<file path="src/rtl/cronometro_pkg.sv">
// rtl/cronometro_pkg.sv - shared constants, lap state encoding and BCD clamp helper
package cronometro_pkg;

    localparam int DIGIT_W = 4;
    localparam logic [23:0] DIGIT_MAX_DEFAULT = 24'h595999;

    typedef enum logic {
        LAP_LIVE = 1'b0,
        LAP_HELD = 1'b1
    } lap_state_t;

    // Any value above the digit's maximum, including A-F, saturates to that maximum.
    function automatic logic [DIGIT_W-1:0] bcd_clamp(input logic [DIGIT_W-1:0] digit,
                                                     input logic [DIGIT_W-1:0] max);
        return (digit > max) ? max : digit;
    endfunction

endpackage

</file>
<file path="src/rtl/bcd_digit_cell.sv">
// rtl/bcd_digit_cell.sv - one up/down BCD digit with its own modulus, load and clear
module bcd_digit_cell
    import cronometro_pkg::*;
#(
    parameter logic [DIGIT_W-1:0] MAX = 4'd9
) (
    input  logic               clk_100hz,
    input  logic               reset,
    input  logic               step_in,
    input  logic               dir,
    input  logic               load,
    input  logic [DIGIT_W-1:0] load_digit,
    input  logic               clear,
    output logic [DIGIT_W-1:0] digit,
    output logic               at_bound,
    output logic               carry_out
);

    // Boundary is the max when counting up and zero when counting down.
    assign at_bound  = dir ? (digit == MAX) : (digit == '0);
    assign carry_out = step_in & at_bound;

    always_ff @(posedge clk_100hz or posedge reset) begin
        if (reset) begin
            digit <= '0;
        end else if (clear) begin
            digit <= '0;
        end else if (load) begin
            digit <= bcd_clamp(load_digit, MAX);
        end else if (step_in) begin
            if (dir) begin
                digit <= at_bound ? '0 : digit + 4'd1;
            end else begin
                digit <= at_bound ? MAX : digit - 4'd1;
            end
        end
    end

endmodule

</file>
<file path="src/rtl/contador_bcd_param.sv">
// rtl/contador_bcd_param.sv - cascaded BCD stopwatch counter with wrap/saturate and lap hold
module contador_bcd_param
    import cronometro_pkg::*;
#(
    parameter int                              NUM_DIGITS = 6,
    parameter logic [DIGIT_W*NUM_DIGITS-1:0]   DIGIT_MAX  = DIGIT_MAX_DEFAULT,
    parameter bit                              WRAP_MODE  = 1'b1
) (
    input  logic                            clk_100hz,
    input  logic                            reset,
    input  logic                            enable,
    input  logic                            clear,
    input  logic                            load,
    input  logic [DIGIT_W*NUM_DIGITS-1:0]   load_value,
    input  logic                            dir,
    input  logic                            lap,
    output logic [DIGIT_W*NUM_DIGITS-1:0]   count_bcd,
    output logic [DIGIT_W*NUM_DIGITS-1:0]   display_bcd,
    output logic                            lap_held,
    output logic                            tc,
    output logic                            saturated
);

    logic [NUM_DIGITS:0]   chain;
    logic [NUM_DIGITS-1:0] bound;
    logic                  terminal;
    logic                  step_req;
    logic                  blocked;
    logic                  step_go;

    assign terminal = &bound;
    assign step_req = enable & ~clear & ~load;
    assign blocked  = step_req & terminal & ~WRAP_MODE;
    assign step_go  = step_req & ~blocked;
    assign chain[0] = step_go;

    for (genvar i = 0; i < NUM_DIGITS; i++) begin : g_digit
        bcd_digit_cell #(
            .MAX (DIGIT_MAX[DIGIT_W*i +: DIGIT_W])
        ) u_cell (
            .clk_100hz  (clk_100hz),
            .reset      (reset),
            .step_in    (chain[i]),
            .dir        (dir),
            .load       (load),
            .load_digit (load_value[DIGIT_W*i +: DIGIT_W]),
            .clear      (clear),
            .digit      (count_bcd[DIGIT_W*i +: DIGIT_W]),
            .at_bound   (bound[i]),
            .carry_out  (chain[i+1])
        );
    end

    // A carry out of the top digit is exactly a wrap through the terminal value.
    always_ff @(posedge clk_100hz or posedge reset) begin
        if (reset) begin
            tc        <= 1'b0;
            saturated <= 1'b0;
        end else begin
            tc <= WRAP_MODE ? chain[NUM_DIGITS] : (blocked & ~saturated);
            if (clear || load || step_go) begin
                saturated <= 1'b0;
            end else if (blocked) begin
                saturated <= 1'b1;
            end
        end
    end

    lap_state_t                      lap_state;
    lap_state_t                      lap_next;
    logic                            capture;
    logic [DIGIT_W*NUM_DIGITS-1:0]   lap_reg;

    always_ff @(posedge clk_100hz or posedge reset) begin
        if (reset) begin
            lap_state <= LAP_LIVE;
            lap_reg   <= '0;
        end else begin
            lap_state <= lap_next;
            if (capture) begin
                lap_reg <= count_bcd;
            end
        end
    end

    always_comb begin
        lap_next = lap_state;
        capture  = 1'b0;
        if (clear) begin
            lap_next = LAP_LIVE;
        end else if (lap) begin
            case (lap_state)
                LAP_LIVE: begin
                    lap_next = LAP_HELD;
                    capture  = 1'b1;
                end
                LAP_HELD: lap_next = LAP_LIVE;
                default:  lap_next = LAP_LIVE;
            endcase
        end
    end

    assign lap_held    = (lap_state == LAP_HELD);
    assign display_bcd = lap_held ? lap_reg : count_bcd;

endmodule

</file>
<file path="config.mk">
export PLATFORM = sky130hd
export DESIGN_NAME = contador_bcd_param
export DESIGN_NICKNAME = d
export VERILOG_FILES = /design/src/rtl/cronometro_pkg.sv /design/src/rtl/bcd_digit_cell.sv /design/src/rtl/contador_bcd_param.sv
export SDC_FILE = /design/constraint.sdc
export NUM_CORES = 1
export LEC_CHECK = 0
export ABC_AREA = 1
export BUFFER_PORTS_ARGS = -buffer_cell sky130_fd_sc_hd__buf_2
export CORE_MARGIN = 2
export CORE_UTILIZATION = 40
export CTS_CLUSTER_DIAMETER = 60
export DETAILED_ROUTE_END_ITERATION = 8
export SLEW_MARGIN = 40
export SYNTH_ARGS = -nofsm -noshare
export SYNTH_HDL_FRONTEND = slang
export SYNTH_SLANG_ARGS = --single-unit
</file>
<file path="constraint.sdc">
create_clock -name clk_100hz -period 1.6 [get_ports clk_100hz]
set_input_delay 0.4 -clock clk_100hz [delete_from_list [all_inputs] [get_ports clk_100hz]]
set_output_delay 0.4 -clock clk_100hz [all_outputs]
set_load 0.03 [all_outputs]
</file>
==> flow_metrics.env <==
export IMPL_run_status="finished, violations left"
export IMPL_violations="setup timing"
export IMPL_r2r_worst_path_cells=11
export IMPL_yosysUniqueCellTypes=30
export IMPL_power_net_switching_mw=1.758
export IMPL_buffer_ports_inserted=80
export IMPL_clock_latency_of_the_later_clocked_register_in_the_worst_skew_pair_ps=310
export IMPL_insertedDiodeCount=0
export IMPL_core_area_um2=8636
export IMPL_sw_frac_of_total_pct=39.36
export IMPL_grt_start_max_net_pins=41
export IMPL_layout_cells_most_common="sky130_fd_sc_hd__nand2_1"
export IMPL_placement_rows=34
export IMPL_finalCriticalPeriod_ps=1673
export IMPL_route_detailed_vias_per_inst=5.094
export IMPL_criticalPathCategory="register to output port"
export IMPL_ir_worst_vdd_mv=0.5274
export IMPL_fin_skew_ps=12.92
export IMPL_buffer_cell_driving_the_clock_tree_root="sky130_fd_sc_hd__clkbuf_8"
export IMPL_grt_use_total_pct=21.79
export IMPL_p_comb_share_pct=44.2
export IMPL_die_w_um=98.07
export IMPL_final_core_util_pct=59.29
export IMPL_clockPowerShare_pct=20.6
export IMPL_io_pins=82
export IMPL_routed_wire_length_per_instance_um=13.86
export IMPL_setup_repair_after_global_routing_missed_its_margin="true"
export IMPL_final_layout_size_suffix_gt1_share_pct=40.87
export IMPL_initial_utilization_pct=40.99
export IMPL_ant_nets=0
export IMPL_post_route_setup_slack_ps=-73.16
export IMPL_dieHeight_um=98.07
export IMPL_syn_num_nets=557
export IMPL_highest_net_fanout_along_the_worst_path=36
export IMPL_post_synth_edffs=0
export IMPL_fin_hold_ws_ps=64.06
export IMPL_totalWireLength_um=10450
export IMPL_critPathLaunchType="register"
export IMPL_power_density_nw_per_um2=872.3
export IMPL_grt_pass1_vias=3656
export IMPL_setup_viol=31
export IMPL_critical_path_sink_type="output port"
export IMPL_cts_clk_slew_worst_paths_ps=90
export IMPL_grt_antenna_before_repair=0
export IMPL_critPathRequiredTime_ps=1200
export IMPL_final_nets=694
export IMPL_globalRouteOverflowTotal=0
export IMPL_drt_first_iter_violations=234
export IMPL_clock_tree_buffer_depth=2
export IMPL_syn2layout_area_growth_pct=44.64
export IMPL_synth_ff_latch_count=50
export IMPL_crit_path_start="lap_held"
export IMPL_finalMaxSlewViolations=0
export IMPL_gp_routability_congestion=0.9294
export IMPL_syn_instance_count=508
export IMPL_h_tree_depth=2
export IMPL_yosys_most_used_dff="sky130_fd_sc_hd__dfrtp_1"
export IMPL_layout_common_cells="137 x sky130_fd_sc_hd__nand2_1, 74 x sky130_fd_sc_hd__buf_4, 56 x sky130_fd_sc_hd__buf_2"
export IMPL_clock_sinks=50
export IMPL_vias=3841
export IMPL_synth_avg_cell_area_um2=6.968
export IMPL_tritoncts="built"
export IMPL_cellLeakagePower_nw=2.571
export IMPL_async_flop_share_pct=100.0
export IMPL_power_internal_mw=2.708
export IMPL_regToRegStartpoint="g_digit[0].u_cell.digit[0]"
export IMPL_timing_fmax_mhz=597.7
export IMPL_grt_first_pass_wirelength_um=17390
export IMPL_post_dp_hpwl_um=7784
export IMPL_cts_buffers=5
export IMPL_drt_drc_violations_left=0
export IMPL_ys_warn_count=0
export IMPL_detailedRoute_firstPassIterationCount=4
export IMPL_max_cap_violations=0
export IMPL_synth_cell_area_um2=3540
export IMPL_die_area_um2=9618
export IMPL_synth_sequential_area_ratio_pct=35.35
export IMPL_layout_worst_path_cycle_share_pct=104.6
export IMPL_final_hold_viol_count=0
export IMPL_holdCritPathClass="primary input to asynchronous set/reset pin"
export IMPL_worst_endpoint_arrival_ps=1270
export IMPL_seq_pwr_share_pct=35.2
## area by class of cell
cell class	count	area, µm²
Fill cell	822	3516
Multi-Input combinational cell	388	2295
Sequential cell	50	1269
Timing Repair Buffer	153	1121
Inverter	47	190.2
Tap cell	108	135.1
Clock buffer	6	72.57
Clock inverter	2	37.54
## cell families after synthesis
logic type / share of synthesized area (%)
compound gates: 16.72
xor+xnor: 3.217
fa+ha+maj: 6.363
buf+inv: 8.448
flops: 35.35
other cells: 0.1059
simple gates: 29.80
## metal layers
| layer | GRT usage, % | vias to the layer above | wire (µm) |
|---|---|---|---|
| met5 | 0 | - | 0 |
| met4 | 5.769 | 0 | 140 |
| met3 | 3.006 | 15 | 422 |
| met2 | 35.72 | 96 | 4867 |
| met1 | 30.39 | 1788 | 5018 |
| li1 | - | 1942 | - |
## synth_stat cells (3+ instances only)
| cell type | n | area [µm²] |
|---|---|---|
| sky130_fd_sc_hd__nor2_2 | 5 | 31.28 |
| sky130_fd_sc_hd__inv_2 | 5 | 18.77 |
| sky130_fd_sc_hd__o22ai_1 | 6 | 37.54 |
| sky130_fd_sc_hd__buf_2 | 11 | 55.05 |
| sky130_fd_sc_hd__nand3_1 | 33 | 165.2 |
| sky130_fd_sc_hd__nand4_1 | 11 | 68.82 |
| sky130_fd_sc_hd__nand2_2 | 6 | 37.54 |
| sky130_fd_sc_hd__nand3_2 | 4 | 40.04 |
| sky130_fd_sc_hd__a31oi_1 | 3 | 18.77 |
| sky130_fd_sc_hd__o21ai_0 | 77 | 385.4 |
| sky130_fd_sc_hd__dfrtp_1 | 50 | 1251 |
| sky130_fd_sc_hd__xor2_1 | 12 | 105.1 |
| sky130_fd_sc_hd__nor2_1 | 32 | 120.1 |
| sky130_fd_sc_hd__o31ai_1 | 4 | 30.03 |
| sky130_fd_sc_hd__ha_1 | 18 | 225.2 |
| sky130_fd_sc_hd__a21oi_1 | 16 | 80.08 |
| sky130_fd_sc_hd__inv_1 | 42 | 157.7 |
| sky130_fd_sc_hd__clkbuf_1 | 10 | 37.54 |
| sky130_fd_sc_hd__o21ai_1 | 3 | 15.01 |
| sky130_fd_sc_hd__nand2_1 | 147 | 551.8 |
## worst max-delay path: stages, from the launching register on
cell and delay, ps:
sky130_fd_sc_hd__dfrtp_2 440, sky130_fd_sc_hd__buf_12 180, sky130_fd_sc_hd__o21ai_1 150, sky130_fd_sc_hd__buf_4 170
## stage by stage
step | setup slack, ps | setup TNS (ps) | instances | cell area [µm²] | power, mW
6_report | -73.16 | -1146 | 754 | 5120 | 4.466
5_1_grt | -143.1 | -3520 | 754 | 5120 | 4.755
4_1_cts | -72.90 | -1215 | 743 | 4866 | 4.361
3_5_place_dp | -134.3 | -1447 | 731 | 4536 | 3.291
3_3_place_gp | -60.22 | -547.4 | 731 | 4536 | 3.275
2_1_floorplan | -98.88 | -297.9 | 508 | 3646 | 2.696
## power by group through the flow
stage	combinational, mW	sequential, mW	clock [mW]
2_1_floorplan	0.982	1.71	0
3_3_place_gp	1.69	1.58	0
3_5_place_dp	1.70	1.59	0
4_1_cts	1.85	1.57	0.946
5_1_grt	2.17	1.60	0.991
6_report	1.97	1.57	0.920
## timing repair
action | in CTS | in global routing
gates resized for setup | 59 | 51
setup buffers | 3 | 12
hold buffers | 0 | 0
pin swaps | 5 | 23
endpoints found under the setup margin | 38 | 44
cloned | 1 | 0
## worst paths after layout
kind                                              endpoint  slack (ps)
worst min-delay path            g_digit[2].u_cell.digit[2]          60
min in group clk_100hz                            lap_held         310
worst min register to register                 lap_reg[14]         490
max in group asynchronous       g_digit[0].u_cell.digit[0]        1010
worst max-delay path                        display_bcd[8]         -70
worst max register to register  g_digit[5].u_cell.digit[3]         -50
(Power assumes the default switching activity.)
